--- src/rtl/regfile_pkg.sv ---
`default_nettype none
// ============================================================================
//  Module      : regfile_pkg
//  Description : Shared constants and request types for the register-file
//                write path.
//  Revision    : 1.0 - initial release
// ============================================================================
package regfile_pkg;

    localparam int NUM_REGS = 32;
    localparam int ADDR_W   = 5;
    localparam int DATA_W   = 64;
    localparam int ZERO_REG = 31;

    typedef logic [ADDR_W-1:0] reg_addr_t;
    typedef logic [DATA_W-1:0] reg_data_t;

    typedef struct packed {
        logic      valid;
        reg_addr_t addr;
        reg_data_t data;
    } wr_req_t;

endpackage
`default_nettype wire

--- src/rtl/decoder_5to32.sv ---
`default_nettype none
// ============================================================================
//  Module      : decoder_5to32
//  Description : Gated binary-to-one-hot decoder producing per-register
//                write enables.
//  Revision    : 1.0 - initial release
// ============================================================================
module decoder_5to32
    import regfile_pkg::*;
#(
    parameter int IN_W  = ADDR_W,
    parameter int OUT_W = NUM_REGS
) (
    input  logic             enable,
    input  logic [IN_W-1:0]  addr,
    output logic [OUT_W-1:0] onehot
);

    for (genvar i = 0; i < OUT_W; i++) begin : g_bit
        assign onehot[i] = enable && (addr == IN_W'(i));
    end

endmodule
`default_nettype wire

--- src/rtl/regfile_write_arbiter.sv ---
`default_nettype none
// ============================================================================
//  Module      : regfile_write_arbiter
//  Description : Round-robin arbiter sharing the register-file write port
//                between two writeback requesters, with a registered
//                one-hot write stage and zero-register suppression.
//  Revision    : 1.0 - initial release
// ============================================================================
module regfile_write_arbiter
    import regfile_pkg::*;
(
    input  logic                clk,
    input  logic                reset,
    input  logic                req0_valid,
    input  logic [ADDR_W-1:0]   req0_addr,
    input  logic [DATA_W-1:0]   req0_data,
    output logic                req0_ready,
    input  logic                req1_valid,
    input  logic [ADDR_W-1:0]   req1_addr,
    input  logic [DATA_W-1:0]   req1_data,
    output logic                req1_ready,
    output logic [NUM_REGS-1:0] wr_enable,
    output logic [DATA_W-1:0]   wr_data,
    output logic                pend_valid,
    output logic [ADDR_W-1:0]   pend_addr
);

    wr_req_t             w_req0;
    wr_req_t             w_req1;
    logic                w_grant0;
    logic                w_grant1;
    logic                w_accept;
    reg_addr_t           w_selAddr;
    reg_data_t           w_selData;
    logic                w_writeEn;
    logic [NUM_REGS-1:0] w_decOut;

    logic                r_prio;
    logic [NUM_REGS-1:0] r_wrEnable;
    reg_data_t           r_wrData;
    logic                r_pendValid;
    reg_addr_t           r_pendAddr;

    always_comb begin
        w_req0 = '{valid: req0_valid, addr: req0_addr, data: req0_data};
        w_req1 = '{valid: req1_valid, addr: req1_addr, data: req1_data};
    end

    // r_prio names the requester favoured when both are valid
    always_comb begin
        w_grant0 = 1'b0;
        w_grant1 = 1'b0;
        if (!reset) begin
            if (w_req0.valid && w_req1.valid) begin
                w_grant0 = ~r_prio;
                w_grant1 = r_prio;
            end else begin
                w_grant0 = w_req0.valid;
                w_grant1 = w_req1.valid;
            end
        end
    end

    always_comb begin
        w_accept  = w_grant0 | w_grant1;
        w_selAddr = w_grant1 ? w_req1.addr : w_req0.addr;
        w_selData = w_grant1 ? w_req1.data : w_req0.data;
        // Zero-register writes complete the handshake but never enable a register
        w_writeEn = w_accept && (w_selAddr != reg_addr_t'(ZERO_REG));
    end

    decoder_5to32 #(
        .IN_W  (ADDR_W),
        .OUT_W (NUM_REGS)
    ) u_decoder (
        .enable (w_writeEn),
        .addr   (w_selAddr),
        .onehot (w_decOut)
    );

    always_ff @(posedge clk) begin
        if (reset) begin
            r_prio      <= 1'b0;
            r_wrEnable  <= '0;
            r_wrData    <= '0;
            r_pendValid <= 1'b0;
            r_pendAddr  <= '0;
        end else begin
            r_wrEnable  <= w_decOut;
            r_pendValid <= w_writeEn;
            if (w_accept) begin
                r_prio     <= w_grant0;
                r_wrData   <= w_selData;
                r_pendAddr <= w_selAddr;
            end
        end
    end

    assign req0_ready = w_grant0;
    assign req1_ready = w_grant1;
    assign wr_enable  = r_wrEnable;
    assign wr_data    = r_wrData;
    assign pend_valid = r_pendValid;
    assign pend_addr  = r_pendAddr;

endmodule
`default_nettype wire

--- config.mk ---
export PLATFORM = sky130hd
export DESIGN_NAME = regfile_write_arbiter
export DESIGN_NICKNAME = d
export VERILOG_FILES = /design/src/rtl/regfile_pkg.sv /design/src/rtl/decoder_5to32.sv /design/src/rtl/regfile_write_arbiter.sv
export SDC_FILE = /design/constraint.sdc
export NUM_CORES = 1
export LEC_CHECK = 0
export BUFFER_PORTS_ARGS = -buffer_cell sky130_fd_sc_hd__buf_2
export CORE_ASPECT_RATIO = 0.5
export CORE_MARGIN = 10
export CORE_UTILIZATION = 45
export CTS_CLUSTER_DIAMETER = 30
export DETAILED_ROUTE_END_ITERATION = 7
export HOLD_SLACK_MARGIN = 0.06
export PLACE_DENSITY = 0.81
export REMOVE_ABC_BUFFERS = 1
export SYNTH_ARGS = -nofsm -noshare
export SYNTH_HDL_FRONTEND = slang
export SYNTH_SLANG_ARGS = --single-unit
--- constraint.sdc ---
create_clock -name clk -period 2.3 [get_ports clk]
set_clock_uncertainty 0.2 [all_clocks]
set_input_delay 0 -clock clk [delete_from_list [all_inputs] [get_ports clk]]
set_output_delay 0 -clock clk [all_outputs]
set_load 0.02 [all_outputs]
After elaboration in Yosys (flattened, before gate mapping)
Index checks and enable logic that the tools add are counted.
{"block": "totals", "regBits": 103, "latch_bits": 0, "ramBits": 0, "rom_bits": 0, "inputBits": 142, "output_inout_bits": 104, "wordCells": 80, "memories": 0}
{"block": "op_classes", "add_sub_neg": 0, "multipliers": 0, "n_div": 0, "magnitude_cmp": 0, "n_eq_ne": 32, "shifts": 0, "muxes": 6, "n_bitwise": 2, "reduce_logical": 35}
{"cell": "$eq 5x5->1 const B", "n": 16}
{"cell": "$mux 64", "n": 1}
{"cell": "$eq 5x4->1 const B", "n": 8}
{"cell": "$logic_and 1x1->1", "n": 34}
{"cell": "$eq 5x3->1 const B", "n": 4}
{"cell": "$eq 5x2->1 const B", "n": 2}
{"cell": "$eq 5x1->1 const B", "n": 1}
{"cell": "$logic_not 5->1", "n": 1}
{"cell": "$mux 5", "n": 1}
{"cell": "$ne 5x5->1 const B", "n": 1}
{"cell": "$mux 1", "n": 4}
{"cell": "$not 1->1", "n": 1}
{"cell": "$or 1x1->1", "n": 1}

Longest topological paths before layout
{"block": "logic_depth", "depth_word": 7, "ltp_mapped": 6, "ltp_nobuf": 3}

Hierarchy
Synthesis repeated with hierarchy kept, for this count alone.
{"block": "hier_totals", "hier_cells": 533, "area_unflattened_um2": 4705.8}
{"mod": "regfile_write_arbiter", "instances": 1, "cells_each": 486, "area_each_um2": 4471.8, "seq_area_each_um2": 2062.0}
{"mod": "decoder_5to32", "instances": 1, "cells_each": 47, "area_each_um2": 234.0, "seq_area_each_um2": 0.0}

Worst setup path before layout
Ideal clock, no wire load.
{"block": "synth_timing", "path_kind": "reg-to-reg", "start": "reg r_prio", "end": "reg r_wrEnable[10], in the netlist wr_enable[10]", "setup_ns": 0.123, "arrival_time_ns": 1.281, "setup_slack_ns": 0.696, "path_stages_with_launch": 6, "n_path_buf": 2, "synth_period_minus_slack_ns": 1.604, "path_cell_list": "dfxtp_1 > nand2b_2 > buf_4 > a32oi_2 > buf_2 > a21oi_1"}
{"block": "synth_via", "elab_chain_cells": 6}
{"item": "from (decl)", "line_no": "regfile_write_arbiter.sv:38", "text": "logic r_prio;"}
{"item": "from (signal assigned)", "line_no": "regfile_write_arbiter.sv:92", "text": "r_prio <= w_grant0;"}
{"item": "$mux 1 or $not 1->1 (tied branches)", "line_no": "regfile_write_arbiter.sv:54, regfile_write_arbiter.sv:55"}
{"item": "$mux 1, on equally long branches", "line_no": "regfile_write_arbiter.sv:53, regfile_write_arbiter.sv:54"}
{"item": "$mux 5 or $mux 1 (tied branches)", "line_no": "regfile_write_arbiter.sv:66, regfile_write_arbiter.sv:53"}
{"item": "$ne 5x5->1 or $or 1x1->1 (tied branches)", "line_no": "regfile_write_arbiter.sv:69, regfile_write_arbiter.sv:65"}
{"item": "$logic_and 1x1->1", "line_no": "regfile_write_arbiter.sv:69", "text": "w_writeEn = w_accept && (w_selAddr != reg_addr_t'(ZERO_REG));"}
{"item": "$logic_and 1x1->1 (*)", "line_no": "decoder_5to32.sv:20", "text": "assign onehot[i] = enable && (addr == IN_W'(i));"}
{"item": "to (signal assigned)", "line_no": "regfile_write_arbiter.sv:89", "text": "r_wrEnable <= w_decOut;"}
{"item": "to (decl)", "line_no": "regfile_write_arbiter.sv:39", "text": "logic [NUM_REGS-1:0] r_wrEnable;"}
Mark *: on every way between the ends. The rest lies on a longest branch, timed or not.
A chain may end at the register's enable or synchronous reset.

Final worst setup path
{"block": "layout_timing", "start": "reg r_prio", "end": "reg r_wrData[47], in the netlist wr_data[47]"}
{"block": "layout_via", "elab_chain_cells": 4}
{"item": "$not 1->1", "line_no": "regfile_write_arbiter.sv:55", "text": "w_grant0 = ~r_prio;"}
{"item": "$mux 1", "line_no": "regfile_write_arbiter.sv:54", "text": "if (w_req0.valid && w_req1.valid) begin"}
{"item": "$mux 1", "line_no": "regfile_write_arbiter.sv:53", "text": "if (!reset) begin"}
{"item": "$or 1x1->1", "line_no": "regfile_write_arbiter.sv:65", "text": "w_accept = w_grant0 | w_grant1;"}
{"item": "to (signal assigned)", "line_no": "regfile_write_arbiter.sv:93", "text": "r_wrData <= w_selData;"}
{"item": "to (decl)", "line_no": "regfile_write_arbiter.sv:40", "text": "reg_data_t r_wrData;"}
Several ways; a longest one is shown, not always the timed one.

==> results.toml <==
[critical_path]
end_kind = "register"
slowest_delay_ns = 0.78
cp_num_buf_inv = 2
critPathArrivalTime_ns = 2.79
crit_family = "compound AO/OA/AOI/OAI gates"
crit_type = "register to register"
cp-start-kind = "register"
crit_chain = "nand2b_2, buf_8, a2111oi_1, a221o_1, dlygate4sd3_1"
crit_required_ns = 2.40
ff2ff_setup_slack_ns = -0.39
cp_slowest_cell = "a2111oi_1"
cp_max_fo = 47

[placement]
hpwl_mm = 11.8
dp_cells = 804
routabilityCongestion = 0.811
port_buffers = 245

[timing]
final.setup.worst_slack_ns = -0.386
worstMarginPinSlew_ns = 1.09
min_period_ns = 2.69
setup_viol = 62
relSlewSlack_pct = 26.9
finalHoldViolCount = 0
fmax_mhz = 372
fin_crit_sh_pct = 117
rsz0062_at_grt = "yes"
slew_viol_final = 0

[clock_tree]
clockBufferDepth = 2
clk_latency_ns = 0.35
clkTransAtPathRegs_ns = 0.08
cts_made_buffers = 9
cts_setup_buffers = 0
clkSinkCount = 103
cts_tree = "yes"
htreeDepth = 3
cts_root_buf = "clkbuf_16"

[synthesis]
yosys_warnings = 0
synthXorXnorAreaFrac_pct = 0
synth-compound-area-share_pct = 37.1
yosys.area.top_type = "dfxtp_1"
synth_area_um2 = 4540
synthCells = 464
synth_commonest_cells = "dfxtp_1 (103), inv_1 (69), a221o_1 (68)"
synth_top_area_share_pct = 45.4
ys_seq_elements = 103
ys_seq_area_share_pct = 45.4
ys_async_sr_fraction_pct = 0
synth_most_common_cell = "dfxtp_1"
yosys.area_share.simple_pct = 6.06
synth_top_family_by_area = "compound AO/OA/AOI/OAI gates"
synth_cell_types = 29
synth_area_leaders = "dfxtp_1 (45%), a221o_1 (15%), a2111oi_0 (11%)"
syn_avg_cell_area_um2 = 9.78
synth-adder-area-share_pct = 0
yosys_most_used_dff = "dfxtp_1"
synthMuxAreaShare_pct = 0
synth-edff-count = 0

[drt]
routed_wl_mm = 23.8
routedWlPerCell_um = 24.3
vias = 6087
drc_errors = 2
drtIter0Drc = 848
first_pass_iters = 8
via_per_inst = 6.22
ant_nets = 0

[power]
power.total_mw = 4.80
power.density_nw_per_um2 = 615
vdd_drop_max_mv = 0.394
p_leak_nw = 3.66

[layout]
finalNetCount = 971
areaGrowthSynthToFinish_pct = 71.8
final_cells = 979
drive_gt1_share_pct = 37.6

[global_route]
grt_max_degree = 69
antenna_found_initial = 5
grt_pass1_vias = 5985
grt_overflow_total = 0
grt_pass1_wl_mm = 32.8
grt_util_all_layers_pct = 27.1

[status]
status = "complete, but fails checks"
violations = "design-rule violations, negative setup slack"

[floorplan]
fp-row-count = 25
initial_core_util_pct = 47.1
core_um2 = 9630
die_y_um = 91.0
die-area_um2 = 14700
die_w_um = 162
ios = 246

[run]
maxCapViolCount = 0

[hold_path]
hold_class = "input pin to register"
==> routing by layer <==
layer  routed length [um]  global-route usage, %  up-vias  part of all wire, %
met5                    0                      0        -                    0
met1                 7970                   28.0     2795                   34
met4                 2130                   19.4        0                  9.0
li1                     -                      -     2548                    -
met2                11200                   47.6      565                   47
met3                 2460                   6.76      179                   10
==> path summary, 6_finish.rpt <==
kind / from / end / cells after the start
setup reg to reg: r_prio$_SDFFE_PP0P_ / wr_data[47]$_SDFFE_PP0P_ / 5
hold / removal: req0_addr[4] / wr_enable[8]$_SDFF_PP0_ / 5
setup / recovery: r_prio$_SDFFE_PP0P_ / wr_data[47]$_SDFFE_PP0P_ / 5
hold reg to reg: wr_data[7]$_SDFFE_PP0P_ / wr_data[7]$_SDFFE_PP0P_ / 1
==> stage by stage <==
step	util [%]	area (um^2)	hold WS, ns	TNS [ns]	setup slack, ns
5_1_grt	80.9	7790	0.169	-7.06	-0.497
6_report	81.0	7800	0.177	-5.59	-0.386
4_1_cts	79.0	7610	0.104	0	0.0217
2_1_floorplan	-	4280	-0.131	-92.06	-1.32
3_3_place_gp	60.4	5820	0.0221	0	0.463
3_5_place_dp	60.4	5820	0.0279	0	0.436
==> report_power, final <==
group | leakage (nW) | switching [mW] | total [mW] | internal, mW
combinational | 2.66 | 0.662 | 1.21 | 0.545
sequential | 0.849 | 0.0781 | 1.98 | 1.90
clock | 0.150 | 0.748 | 1.61 | 0.865
==> worst min-delay path: cells and delay by family <==
kind / cells / cell delay (ns)
compound gates: 2 / 0.21
buf+inv: 2 / 0.34
simple gates: 1 / 0.13
==> final cells by class <==
cell class | instances | area, um^2
diodes | 10 | 25.0
flip-flops and latches | 103 | 2060
fillers | 538 | 1830
clock buffers | 10 | 229
multi-input cells | 236 | 2130
well taps | 135 | 169
clock inverters | 6 | 76.3
inverters | 69 | 259
repair buffers | 410 | 2850
==> repair_timing <==
action                                 4_1_cts  5_1_grt
setup endpoints to repair                    0       61
resized for setup                            0       57
endpoints found under the hold margin      102        0
hold buffers                               149        0
==> sequential cells by signal (all words and copies together) (netlist names) <==
name	flops
wr_enable	32
pend_addr	5
wr_data	64
r_prio	1
pend_valid	1
==> kinds of logic after synthesis <==
family	after synthesis
other cells	1
buf+inv	125
flops	103
compound gates	189
simple gates	46
==> cells in the final DEF, fill, tap and decap left out, drive strengths merged <==
cell and n:
diode 10, clkinv 2, a21oi 32, and2 4, nand2b 3, bufinv 1
a2111oi 68, o311a 1, a221o 68, o2111ai 4, dfxtp 103, inv 72
o211ai 12, nor3 1, nor2 8, a32oi 2, dlygate4sd3 149, buf 261
conb 1, a22o 1, nor2b 12, clkbuf 10, nand4 17, nand3 1
a21boi 1
Note: power is estimated with default switching activity, not from simulation.
